File: config.mk
export PLATFORM = sky130hd
export DESIGN_NAME = cam_pixel_capture
export DESIGN_NICKNAME = d
export VERILOG_FILES = /design/src/rtl/cam_pixel_capture.sv
export SDC_FILE = /design/constraint.sdc
export NUM_CORES = 1
export LEC_CHECK = 0
export BUFFER_PORTS_ARGS = -buffer_cell sky130_fd_sc_hd__buf_2
export CORE_MARGIN = 2
export CORE_UTILIZATION = 30
export CTS_BUF_LIST = sky130_fd_sc_hd__clkbuf_2 sky130_fd_sc_hd__clkbuf_4 sky130_fd_sc_hd__clkbuf_8
export CTS_CLUSTER_SIZE = 25
export DETAILED_ROUTE_END_ITERATION = 8
export PLACE_DENSITY_LB_ADDON = 0.05
export SKIP_LAST_GASP = 1
export SLEW_MARGIN = 25
export SYNTH_ARGS = -nofsm -noshare
export SYNTH_HDL_FRONTEND = slang
export SYNTH_SLANG_ARGS = --single-unit
export TNS_END_PERCENT = 5
File: constraint.sdc
create_clock -name CLK -period 4.5 [get_ports CLK]
set_clock_uncertainty 0.15 [all_clocks]
set_input_delay 0.45 -clock CLK [delete_from_list [all_inputs] [get_ports CLK]]
set_output_delay 0.45 -clock CLK [all_outputs]
set_load 0.05 [all_outputs]
File: src/rtl/cam_pixel_capture.sv
// OV7670 capture front end: RGB565 byte pairs from HREF/VSYNC framing to RGB332
// pixels with frame-buffer coordinates and a single-cycle write strobe.
module cam_pixel_capture #(
    parameter int WIDTH  = 176,
    parameter int HEIGHT = 144
) (
    input  logic        CLK,
    input  logic        RESET_N,
    input  logic        VSYNC,
    input  logic        HREF,
    input  logic [7:0]  DATA,
    output logic [7:0]  PIXEL_OUT,
    output logic [14:0] X_ADDR,
    output logic [14:0] Y_ADDR,
    output logic [14:0] W_ADDR,
    output logic        W_EN,
    output logic        FRAME_DONE
);

    localparam logic [14:0] W15    = 15'(WIDTH);
    localparam logic [14:0] H15    = 15'(HEIGHT);
    localparam logic [14:0] H_LAST = 15'(HEIGHT - 1);

    typedef enum logic [1:0] {
        SYNC_WAIT,
        VBLANK,
        CAPTURE
    } state_t;

    state_t      state, state_next;
    logic [14:0] x, y, row_base;
    logic        phase, href_d;
    logic [5:0]  hi_bits;
    logic        pixel_fire, line_end, frame_end, in_window;

    always_ff @(posedge CLK) begin
        if (!RESET_N) state <= SYNC_WAIT;
        else          state <= state_next;
    end

    always_comb begin
        state_next = state;
        pixel_fire = 1'b0;
        line_end   = 1'b0;
        frame_end  = 1'b0;
        case (state)
            SYNC_WAIT: if (VSYNC)  state_next = VBLANK;
            VBLANK:    if (!VSYNC) state_next = CAPTURE;
            CAPTURE: begin
                // VSYNC wins over a coincident phase-1 byte: that pixel is dropped.
                if (VSYNC) begin
                    frame_end  = 1'b1;
                    state_next = VBLANK;
                end else if (HREF) begin
                    pixel_fire = phase;
                end else begin
                    line_end = href_d;
                end
            end
            default: state_next = SYNC_WAIT;
        endcase
        in_window = (x < W15) && (y < H15);
    end

    always_ff @(posedge CLK) begin
        if (!RESET_N) begin
            PIXEL_OUT  <= '0;
            X_ADDR     <= '0;
            Y_ADDR     <= '0;
            W_ADDR     <= '0;
            W_EN       <= 1'b0;
            FRAME_DONE <= 1'b0;
            x          <= '0;
            y          <= '0;
            row_base   <= '0;
            phase      <= 1'b0;
            href_d     <= 1'b0;
            hi_bits    <= '0;
        end else begin
            W_EN       <= 1'b0;
            FRAME_DONE <= frame_end;
            href_d     <= (state == CAPTURE) && HREF;
            if (state != CAPTURE) begin
                x        <= '0;
                y        <= '0;
                row_base <= '0;
                phase    <= 1'b0;
            end else begin
                if (HREF && !VSYNC) begin
                    phase <= ~phase;
                    if (!phase) hi_bits <= {DATA[7:5], DATA[2:0]};
                end
                if (pixel_fire && in_window) begin
                    PIXEL_OUT <= {hi_bits, DATA[4:3]};
                    X_ADDR    <= x;
                    Y_ADDR    <= y;
                    W_ADDR    <= row_base + x;
                    W_EN      <= 1'b1;
                    x         <= x + 15'd1;
                end
                // Row base stops at the last line so it never passes WIDTH*(HEIGHT-1).
                if (line_end) begin
                    x     <= '0;
                    phase <= 1'b0;
                    if (y < H15)    y        <= y + 15'd1;
                    if (y < H_LAST) row_base <= row_base + W15;
                end
            end
        end
    end

endmodule
==> key figures <==
Status
  – Outcome: finished, final reports clean

Setup path
  – CP required: 4.67 ns
  – CP top delay family: simple AND/OR/NAND/NOR gates
  – Worst setup EP type: register
  – CP max stage cell: or2_1
  – Crit path largest cell delay: ~0.56 ns
  – Critical path class: register to register
  – Crit-path cells: and2b_1 -> nand4_4 -> or2_1 -> buf_4 -> or4_1 -> a21oi_1
  – Buf+Inv Stages, Crit Path: 1
  – Critical path arrival: between 3 and 4 ns
  – CP max FO: 35
  – CP Launch Type: register

Detailed routing
  – DRC violations left: 0
  – DR vias: 3,459
  – WL final: 10.63 mm
  – 1st-iter DRT viols: between 150 and 200
  – DR WL/cell: 14.85 um
  – DR vias/cell: 4.831
  – ANT nets after route: 0
  – Total iterations of the first detailed-routing run: 4

Clock tree
  – Clock-pin slew on the worst setup and hold paths: approximately 0.090 ns
  – Cts repair resizes: 0
  – Root buf cell: clkbuf_8
  – CTS Buffer Depth: 2
  – Clock sink count: 102
  – Worst skew pair latency: 0.38 ns
  – Number of hold buffers added after cts: 0
  – CTS Buf Count: 9
  – H-tree Lvls: 3
  – TritonCTS clock tree: done
  – Post-CTS Setup Bufs: 0

Placed design
  – Inst Count DP: 700
  – IO buf count: 66
  – Dpl cell area: 0.004811 sq mm
  – DP HPWL: 7.542 mm
  – Routability congestion estimate: 0.7745

Synthesis
  – Largest cells by area after synthesis: dfxtp_1, nand2_1, and3_1
  – Mapped cell area: ~0.0043 sq mm
  – Synth Register Bits: 102
  – Unique masters post-synth: 52
  – Syn Area/Cell: approximately 9 sq um
  – Mapped Cells: 476
  – Top FF cell, synth: dfxtp_1
  – Yosys warns: 0
  – Post-synthesis sequential area ratio: 0.4698
  – Post-synth EDFFs: 0
  – Syn Nets: 502
  – Yosys top cell area share: 0.4698
  – Fraction of registers with async set or reset after synthesis: 0
  – Cell taking the most area after synthesis: dfxtp_1

STA
  – Final Hold Viols: 0
  – Final Cycle Share: 0.6723
  – Worst slew pin tran: 0.7435 ns
  – Slew margin rel.: 0.5031
  – RSZ-0062 raised after global routing: no
  – Pins Over Slew Limit: 0
  – Setup TNS: 0 ns
  – Min Tclk post-route: roughly 3.0 ns
  – Fmax: 0.3306 GHz
  – Number of setup violations in the final report: 0

Flow run
  – Max-Cap Viols: 0

Power
  – IR drop worst, VDD: approximately 0.00013 V
  – Lkg Pwr: 2.107 nW
  – Pwr per Cell Area: 318.0 mW/mm^2

Finish
  – Commonest non-fill, non-tap cell in the layout: dfxtp_1
  – Layout area overhead: 16.23%
  – Share of layout cells above drive strength 1: 0.1810
  – Final Instance Area: roughly 0.005 sq mm
  – Final net count: 557
  – Most frequent cells in the layout: dfxtp_1, nand2_1, buf_2, and3_1, a21boi_0
  – Fill cell count: about 1,400
  – Finished Layout Cells: 716
  – Finished Core Util: 0.3598
  – ANT cells: 0

Floorplanning
  – Initial core utilization: 0.3095
  – Die X: about 120 um
  – Full die area: 0.01547 sq mm
  – FP Rows: 43
  – DIE HEIGHT: 124.4 um
  – Area of the core: approximately 0.014 sq mm
  – Ports: 67

Worst hold path
  – Worst min path class: primary input to register

Global routing
  – Total grt overflow: 0
  – All-Layer GR Usage: 0.1413
  – Vias in the first global route: 3,260
  – First-pass GRT wire length: about 18 mm
  – Initial antenna violation count: 0
  – Largest net degree at the start of global routing: 67
cells in the mapped netlist (all sizes together), types with 6 or more instances:
library cell and instances:
and3 37, nand3 9, and2 8, dfxtp 102, inv 12, clkbuf 15, ha 13, o21ai 17
nor2 27, buf 10, xnor2 16, mux2i 7, nand2 72, a21boi 28, a21oi 17, nor2b 7
nand4 8, o31ai 6, nor4 8
cell type report:
type | instances | area, sq um | share of cell area
sequential | 102 | 2042 | 0.4042
clock inverter | 4 | 77.57 | 0.01535
timing repair buffer | 69 | 352.8 | 0.06984
inverter | 12 | 45.04 | 0.008915
clock buffer | 12 | 158.9 | 0.03145
tap | 180 | 225.2 | 0.04458
multi-input combinational | 337 | 2151 | 0.4257
state kept, by name, summed over array words and instances, names as in the netlist:
register	cells
PIXEL_OUT	8
hi_bits	6
W_ADDR	11
FRAME_DONE	1
state	2
href_d	1
x	15
row_base	11
phase	1
X_ADDR	15
W_EN	1
y	15
Y_ADDR	15
path summary, 6_finish.rpt:
kind / start / end / slack [ns] / cells after the start
worst min-delay path: VSYNC / state[1] / 0.14 / 2
worst min register to register: Y_ADDR[6] / Y_ADDR[6] / 0.31 / 2
worst max register to register: state[0] / x[7] / 1.47 / 6
worst max-delay path: state[0] / x[7] / 1.47 / 6
layer usage:
metal  wire length [um]  global-route usage  up-vias  part of all wire
met5                  0                   0        -                 0
met4                131             0.03701        0             0.012
met3                461             0.04639        9             0.043
met2               4773              0.2163       57              0.45
met1               5268              0.1915     1618              0.50
li1                   -                   -     1775                 -
cells by family (layout without fill, tap and decap cells):
| group | count (synthesis) | after routing | share of synthesized area |
|---|---|---|---|
| buffers and inverters | 37 | 97 | 0.03713 |
| xor gates and xnor gates | 17 | 17 | 0.03425 |
| DFF | 102 | 102 | 0.4698 |
| and+or+nand+nor | 206 | 206 | 0.2533 |
| adders and majority gates | 14 | 14 | 0.04203 |
| muxes | 7 | 7 | 0.01612 |
| AOI/OAI and AO/OA | 93 | 93 | 0.1474 |
where the power goes:
group	switching, W	internal, W
combinational	0.0000180	0.0000114
sequential	0.000000985	0.000903
clock	0.000320	0.000353
metrics by stage:
stage	hold slack, ns	setup WS, ns	total power (W)
after detailed placement	0.3050	1.429	0.0009558
final	0.1402	1.475	0.001606
after CTS	0.1300	1.408	0.001639
after global placement	0.2994	1.541	0.0009553
after floorplan	0.2893	2.271	0.0009438
after global routing	0.1112	1.180	0.001680
(Power assumes the default switching activity.)
